<file path="src/rtl/if_pkg.sv">
// Shared types for the fetch sequencer: FSM state encoding, redirect-source priority
// and the default reset PC.
package if_pkg;

  typedef enum logic [1:0] {
    S_REQ,
    S_WAIT,
    S_DISCARD
  } fetch_state_e;

  // Encoded so that a larger value wins: exc > jump > branch.
  typedef enum logic [1:0] {
    REDIR_NONE   = 2'd0,
    REDIR_BRANCH = 2'd1,
    REDIR_JUMP   = 2'd2,
    REDIR_EXC    = 2'd3
  } redir_src_e;

  localparam logic [31:0] RESET_PC_DEFAULT = 32'h0000_0000;

  function automatic redir_src_e redir_winner(input logic exc, input logic jump,
                                              input logic branch);
    if (exc) return REDIR_EXC;
    if (jump) return REDIR_JUMP;
    if (branch) return REDIR_BRANCH;
    return REDIR_NONE;
  endfunction

endpackage

</file>
<file path="src/rtl/if_fetch_ctrl_if.sv">
// Instruction-memory request/grant/response bundle. master = fetch sequencer,
// slave = memory.
interface if_fetch_ctrl_if #(
  parameter int unsigned WIDTH = 32
) ();

  logic             imem_req;
  logic [WIDTH-1:0] imem_addr;
  logic             imem_gnt;
  logic             imem_rvalid;
  logic [WIDTH-1:0] imem_rdata;

  modport master (
    output imem_req,
    output imem_addr,
    input  imem_gnt,
    input  imem_rvalid,
    input  imem_rdata
  );

  modport slave (
    input  imem_req,
    input  imem_addr,
    output imem_gnt,
    output imem_rvalid,
    output imem_rdata
  );

endinterface

</file>
<file path="src/rtl/if_skid_buf.sv">
// One-entry {inst, pc} skid buffer. flush beats load beats drain; load and drain in the
// same cycle replaces the held entry.
module if_skid_buf #(
  parameter int unsigned WIDTH = 32
) (
  input  logic             clk,
  input  logic             rst,
  input  logic             load,
  input  logic             drain,
  input  logic             flush,
  input  logic [WIDTH-1:0] in_inst,
  input  logic [WIDTH-1:0] in_pc,
  output logic             full,
  output logic [WIDTH-1:0] out_inst,
  output logic [WIDTH-1:0] out_pc
);

  logic             full_q;
  logic [WIDTH-1:0] inst_q;
  logic [WIDTH-1:0] pc_q;

  always_ff @(posedge clk or negedge rst) begin
    if (!rst) begin
      full_q <= 1'b0;
      inst_q <= '0;
      pc_q   <= '0;
    end else if (flush) begin
      full_q <= 1'b0;
    end else if (load) begin
      full_q <= 1'b1;
      inst_q <= in_inst;
      pc_q   <= in_pc;
    end else if (drain) begin
      full_q <= 1'b0;
    end
  end

  assign full     = full_q;
  assign out_inst = inst_q;
  assign out_pc   = pc_q;

endmodule

</file>
<file path="src/rtl/if_fetch_ctrl.sv">
// Fetch-stage sequencer: owns the PC, runs a one-outstanding req/gnt/rvalid handshake to
// instruction memory, squashes on redirect. Define IF_PERF_CNT_EN for perf counters.
module if_fetch_ctrl
  import if_pkg::*;
#(
  parameter int unsigned      WIDTH    = 32,
  parameter logic [WIDTH-1:0] RESET_PC = WIDTH'(RESET_PC_DEFAULT)
) (
  input  logic             clk,
  input  logic             rst,
  input  logic             stall_f,
  input  logic             exc_valid,
  input  logic [WIDTH-1:0] exc_pc,
  input  logic             jump_valid,
  input  logic [WIDTH-1:0] jump_pc,
  input  logic             branch_valid,
  input  logic [WIDTH-1:0] branch_pc,
  if_fetch_ctrl_if.master  imem,
  output logic             inst_valid,
  output logic [WIDTH-1:0] inst,
  output logic [WIDTH-1:0] inst_pc,
  output logic [WIDTH-1:0] pc_add_4
`ifdef IF_PERF_CNT_EN
  ,
  output logic [31:0]      perf_fetch_cnt,
  output logic [31:0]      perf_discard_cnt
`endif
);

  fetch_state_e     state_q, state_d;
  logic [WIDTH-1:0] pc_q, pc_d;
  logic [WIDTH-1:0] req_pc_q, req_pc_d;
  logic             inst_valid_q, inst_valid_d;
  logic [WIDTH-1:0] inst_q, inst_d;
  logic [WIDTH-1:0] inst_pc_q, inst_pc_d;

  redir_src_e       redir_src;
  logic             redirect;
  logic [WIDTH-1:0] redirect_pc;
  logic             req;
  logic             resp_valid;
  logic             resp_drop;
  logic             load_out;
  logic             skid_full;
  logic             skid_load;
  logic             skid_drain;
  logic [WIDTH-1:0] skid_inst;
  logic [WIDTH-1:0] skid_pc;

  assign redir_src = redir_winner(exc_valid, jump_valid, branch_valid);
  assign redirect  = (redir_src != REDIR_NONE);

  always_comb begin
    case (redir_src)
      REDIR_EXC:    redirect_pc = exc_pc;
      REDIR_JUMP:   redirect_pc = jump_pc;
      REDIR_BRANCH: redirect_pc = branch_pc;
      default:      redirect_pc = pc_q;
    endcase
  end

  always_comb begin
    state_d    = state_q;
    pc_d       = pc_q;
    req_pc_d   = req_pc_q;
    req        = 1'b0;
    resp_valid = 1'b0;
    resp_drop  = 1'b0;
    case (state_q)
      S_REQ: begin
        // A full skid means nowhere to put another response, so hold off.
        req = !skid_full;
        if (req && imem.imem_gnt) begin
          req_pc_d = pc_q;
          pc_d     = pc_q + WIDTH'(32'd4);
          state_d  = redirect ? S_DISCARD : S_WAIT;
        end
      end
      S_WAIT: begin
        if (imem.imem_rvalid) begin
          state_d    = S_REQ;
          resp_valid = !redirect;
          resp_drop  = redirect;
        end else if (redirect) begin
          state_d = S_DISCARD;
        end
      end
      S_DISCARD: begin
        if (imem.imem_rvalid) begin
          state_d   = S_REQ;
          resp_drop = 1'b1;
        end
      end
      default: state_d = S_REQ;
    endcase
    if (redirect) pc_d = redirect_pc;
  end

  always_comb begin
    load_out     = !inst_valid_q || !stall_f;
    skid_drain   = load_out && skid_full;
    skid_load    = resp_valid && (!load_out || skid_full);
    inst_valid_d = inst_valid_q;
    inst_d       = inst_q;
    inst_pc_d    = inst_pc_q;
    if (redirect) begin
      inst_valid_d = 1'b0;
    end else if (load_out) begin
      // Skid holds the older word, so it drains first.
      if (skid_full) begin
        inst_valid_d = 1'b1;
        inst_d       = skid_inst;
        inst_pc_d    = skid_pc;
      end else if (resp_valid) begin
        inst_valid_d = 1'b1;
        inst_d       = imem.imem_rdata;
        inst_pc_d    = req_pc_q;
      end else begin
        inst_valid_d = 1'b0;
      end
    end
  end

  always_ff @(posedge clk or negedge rst) begin
    if (!rst) begin
      state_q      <= S_REQ;
      pc_q         <= RESET_PC;
      req_pc_q     <= '0;
      inst_valid_q <= 1'b0;
      inst_q       <= '0;
      inst_pc_q    <= '0;
    end else begin
      state_q      <= state_d;
      pc_q         <= pc_d;
      req_pc_q     <= req_pc_d;
      inst_valid_q <= inst_valid_d;
      inst_q       <= inst_d;
      inst_pc_q    <= inst_pc_d;
    end
  end

  if_skid_buf #(
    .WIDTH(WIDTH)
  ) u_skid (
    .clk     (clk),
    .rst     (rst),
    .load    (skid_load),
    .drain   (skid_drain),
    .flush   (redirect),
    .in_inst (imem.imem_rdata),
    .in_pc   (req_pc_q),
    .full    (skid_full),
    .out_inst(skid_inst),
    .out_pc  (skid_pc)
  );

  // Gate with rst so no request is visible while reset is held.
  assign imem.imem_req  = req && rst;
  assign imem.imem_addr = pc_q;
  assign inst_valid     = inst_valid_q;
  assign inst           = inst_q;
  assign inst_pc        = inst_pc_q;
  assign pc_add_4       = inst_pc_q + WIDTH'(32'd4);

`ifdef IF_PERF_CNT_EN
  logic [31:0] fetch_cnt_q;
  logic [31:0] discard_cnt_q;

  always_ff @(posedge clk or negedge rst) begin
    if (!rst) begin
      fetch_cnt_q   <= '0;
      discard_cnt_q <= '0;
    end else begin
      if (inst_valid_q && !stall_f) fetch_cnt_q <= fetch_cnt_q + 32'd1;
      if (resp_drop) discard_cnt_q <= discard_cnt_q + 32'd1;
    end
  end

  assign perf_fetch_cnt   = fetch_cnt_q;
  assign perf_discard_cnt = discard_cnt_q;
`endif

endmodule

</file>
<file path="src/flat_wrapper.sv">
// flat-port wrapper written by rule: the top's interface ports become plain ports
module if_fetch_ctrl_flat import if_pkg::*;
#(
  parameter int unsigned      WIDTH    = 32,
  parameter logic [WIDTH-1:0] RESET_PC = WIDTH'(RESET_PC_DEFAULT)
)
  (clk, rst, stall_f, exc_valid, exc_pc, jump_valid, jump_pc, branch_valid, branch_pc, inst_valid, inst, inst_pc, pc_add_4, imem_imem_req, imem_imem_addr, imem_imem_gnt, imem_imem_rvalid, imem_imem_rdata);
  if_fetch_ctrl_if #(.WIDTH(WIDTH)) imem_i ();
  input  logic clk;
  input  logic rst;
  input  logic stall_f;
  input  logic exc_valid;
  input  logic [WIDTH-1:0] exc_pc;
  input  logic jump_valid;
  input  logic [WIDTH-1:0] jump_pc;
  input  logic branch_valid;
  input  logic [WIDTH-1:0] branch_pc;
  output logic inst_valid;
  output logic [WIDTH-1:0] inst;
  output logic [WIDTH-1:0] inst_pc;
  output logic [WIDTH-1:0] pc_add_4;
  output wire logic [$bits(imem_i.imem_req)-1:0] imem_imem_req;
  output wire logic [$bits(imem_i.imem_addr)-1:0] imem_imem_addr;
  input wire logic [$bits(imem_i.imem_gnt)-1:0] imem_imem_gnt;
  input wire logic [$bits(imem_i.imem_rvalid)-1:0] imem_imem_rvalid;
  input wire logic [$bits(imem_i.imem_rdata)-1:0] imem_imem_rdata;
  assign imem_imem_req = imem_i.imem_req;
  assign imem_imem_addr = imem_i.imem_addr;
  assign imem_i.imem_gnt = imem_imem_gnt;
  assign imem_i.imem_rvalid = imem_imem_rvalid;
  assign imem_i.imem_rdata = imem_imem_rdata;
  if_fetch_ctrl #(.WIDTH(WIDTH), .RESET_PC(RESET_PC)) u_core (.clk(clk), .rst(rst), .stall_f(stall_f), .exc_valid(exc_valid), .exc_pc(exc_pc), .jump_valid(jump_valid), .jump_pc(jump_pc), .branch_valid(branch_valid), .branch_pc(branch_pc), .imem(imem_i), .inst_valid(inst_valid), .inst(inst), .inst_pc(inst_pc), .pc_add_4(pc_add_4));
endmodule
</file>
<file path="config.mk">
export PLATFORM = sky130hd
export DESIGN_NAME = if_fetch_ctrl_flat
export DESIGN_NICKNAME = d
export VERILOG_FILES = /design/src/rtl/if_pkg.sv /design/src/rtl/if_fetch_ctrl_if.sv /design/src/rtl/if_skid_buf.sv /design/src/rtl/if_fetch_ctrl.sv /design/src/flat_wrapper.sv
export SDC_FILE = /design/constraint.sdc
export NUM_CORES = 1
export LEC_CHECK = 0
export BUFFER_PORTS_ARGS = -buffer_cell sky130_fd_sc_hd__buf_2
export CAP_MARGIN = 25
export CORE_MARGIN = 3
export CORE_UTILIZATION = 59
export CTS_BUF_LIST = sky130_fd_sc_hd__clkbuf_8
export DETAILED_ROUTE_END_ITERATION = 6
export PLACE_DENSITY = 0.85
export SYNTH_ARGS = -nofsm -noshare
export SYNTH_HDL_FRONTEND = slang
export SYNTH_SLANG_ARGS = --single-unit
</file>
<file path="constraint.sdc">
create_clock -name clk -period 5.7 [get_ports clk]
set_input_delay 1.14 -clock clk [delete_from_list [all_inputs] [get_ports clk]]
set_output_delay 1.14 -clock clk [all_outputs]
set_load 0.03 [all_outputs]
</file>
==> qor.yml <==
status: "finished, final reports clean"
die_y_um: 133.0
syn_area_per_cell_um2: 11.06
syn2layout_area_growth_pct: 19.53
cap_violations: 0
crit_path_max_incr_delay_ns: 0.50
fin_hold_ws_ns: 0.4827
num_antenna_cells: 0
cp-end-kind: "primary output"
synth-edff-count: 0
rsz0062_at_grt: "no"
postCtsSetupBuffers: 0
routabilityCongestion: 0.8908
synth_area_um2: 9522
ys_seq_elements: 196
drc: 0
ir_drop_mv: 0.1456
timing.rr.end: "u_core.imem.imem_addr[31]$_DFFE_PN0P_"
worst_slew_pin_slew_ns: 0.9627
yosysTopAreaCell: "dfrtp_1"
critPathLaunchType: "register"
crit_path_max_fanout: 6
criticalPathCategory: "reg2out"
routed_wl_um: 22130
grt_pass1_wl_um: 35440
drtIter0Drc: 331
critPathLaunch: "u_core.inst_pc[14]$_DFFE_PN0P_"
hold_end: "u_core.inst[6]$_DFFE_PN0P_"
ff2ff_setup_slack_ns: 3.13
drive_gt1_share_pct: 35.26
final_cell_area_um2: 11380
track_usage_pct: 24.83
core-area_um2: 15480
clk_path_buf_depth: 2
postSynthCellCount: 861
hold_viol: 0
port_buffers: 265
period_share_pct: 62.84
synth-async-reset-ratio_pct: 100.0
slew_headroom_pct: 35.82
grt_pass1_vias: 6893
initial_core_util_pct: 61.49
ios: 266
fin_worst_skew_ns: 0.009712
drv_slew: 0
die-area_um2: 17700
cts.htree.levels: 4
hold_depth: 2
grt_max_degree: 105
crit_arrival_ns: 2.44
root_buffer: "clkbuf_8"
ys_types: 38
max_freq_ghz: 0.2792
synth_flop_cell: "dfrtp_1"
drt-pass1-iter-count: 5
hold_buffers: 0
ctsResizeCount: 0
crit_slowest_cell: "dfrtp_1"
cts_sinks: 196
reg2reg_depth: 6
vias_per_cell: 5.594
syn_nets: 1001
ys_warn_count: 0
cellPowerDensity_nw_per_um2: 279.3
cp_cell_sequence: "and4_1 -> nand4_1 -> nor2_1 -> nand3_1 -> xnor2_1 -> buf_2"
min_period_ns: 3.582
postRouteAntennaNets: 0
num_vias: 7367
n_fill_cell: 1076
tns_ns: 0
antenna_found_initial: 0
overflow: 0
path_clk_slew_ns: 0.09
finalSetupViolCount: 0
numCtsBuffers: 17
hold_class: "reg2reg"
cts_tree: "built"
place_area_um2: 10960
clkLatencyLatePin_ns: 0.45
yosys-top-cells-area: "dfrtp_1 52%, mux2_2 9.5%, mux2i_1 6.8%"
finish.utilization_pct: 73.50
r2r-start: "u_core.state_q[1]$_DFFE_PN0P_"
p_leak_nw: 5.508
hold_start: "u_core.inst[6]$_DFFE_PN0P_"
cp_data_required_time_ns: 4.56
wl_per_cell_um: 16.81
rows: 45
fp.dieW_um: 133.0
ys_seq_area_share_pct: 51.51
fin_nets: 1235
dp_hpwl_um: 16170
yosysTopAreaCellShare_pct: 51.51
[Yosys cell counts, types with 11 or more instances]
master,count
mux2i_1,65
a211oi_1,29
dfrtp_1,196
and3_1,11
nand2_1,85
nand3_1,17
buf_2,12
mux2_2,80
xor2_1,29
mux2_1,16
nand4_1,25
nor2_1,45
a21oi_1,35
a22oi_1,30
clkbuf_1,36
xnor2_1,27
o21ai_0,57
o21ai_1,11
[stage by stage]
stage / setup WS, ns / instances / power [W]
final: 2.118 / 1317 / 0.003179
after floorplan: 2.414 / 861 / 0.002040
after detailed placement: 2.377 / 1286 / 0.002291
after CTS: 2.048 / 1316 / 0.003199
after global placement: 2.407 / 1284 / 0.002269
after global routing: 1.912 / 1317 / 0.003342
[cells in the final DEF, fill, tap and decap left out, types with 3 or more instances in the layout]
cell,instances
ha_1,3
dfrtp_1,195
and3_1,11
a211oi_1,29
xnor2_1,27
nand2_1,85
nand4_1,25
o21ai_0,57
mux2_1,16
mux2i_1,65
inv_1,11
and4_1,7
o21ai_1,11
nand3_1,17
nor2b_1,3
buf_2,264
nand4b_1,3
a22oi_1,30
xor2_1,29
clkbuf_8,21
buf_4,7
and2_1,3
nor2_1,44
mux2_2,80
bufinv_16,3
a21oi_1,35
[sequential cells by signal, summed over array words and instances (netlist names)]
| register | cells |
|---|---|
| u_core.imem.imem_addr | 32 |
| u_core.inst | 32 |
| u_core.inst_pc | 32 |
| u_core.req_pc_q | 32 |
| u_core.u_skid.out_inst | 32 |
| u_core.u_skid.out_pc | 32 |
| u_core.state_q | 2 |
| u_core.inst_valid | 1 |
| u_core.u_skid.full | 1 |
[final cells by class]
class	instances	area [um2]	area share (%)
clock buffers	20	275.3	2.419
clock inverters	10	132.6	1.165
inverters	9	33.78	0.2968
multi-input cells	596	4313	37.90
flip-flops and latches	196	4908	43.13
well taps	211	264.0	2.320
repair buffers	275	1454	12.77
[cells by family after synthesis]
logic type,share of synthesized area (%)
buffers and inverters,3.509
AOI/OAI and AO/OA,10.58
and+or+nand+nor,10.43
xor gates and xnor gates,5.151
adders and majority gates,0.6308
DFF,51.51
muxes,18.19
[power breakdown]
group	total (W)	switching, W	leakage (nW)	internal, W
clock network	0.000916	0.000454	0.213	0.000462
logic	0.000594	0.000353	2.70	0.000241
registers	0.00167	0.000146	2.60	0.00152
[how the worst max path moves through the flow]
stage / slack [ns] / end / depth (start not counted)
floorplan: 2.41 / imem_imem_req / 1
global placement: 2.41 / imem_imem_req / 3
detailed placement: 2.38 / imem_imem_req / 3
CTS: 2.05 / pc_add_4[31] / 6
global route: 1.91 / pc_add_4[31] / 6
finish: 2.12 / pc_add_4[31] / 6
[worst max-delay path: cells and delay by family, from the launching register on]
family | cells | cell delay, ns
AND/OR/NAND/NOR | 4 | 1.06
XOR/XNOR | 1 | 0.21
buffers and inverters | 1 | 0.23
flip-flops | 1 | 0.50
[layer usage]
| layer | vias up | share of wire (%) | GRT usage (%) |
|---|---|---|---|
| met5 | - | 0 | 0 |
| li1 | 3546 | - | - |
| met1 | 3491 | 43 | 34.42 |
| met2 | 287 | 47 | 38.35 |
| met4 | 0 | 2.9 | 9.931 |
| met3 | 43 | 7.1 | 5.475 |
Power figures use the tool's default switching activity.
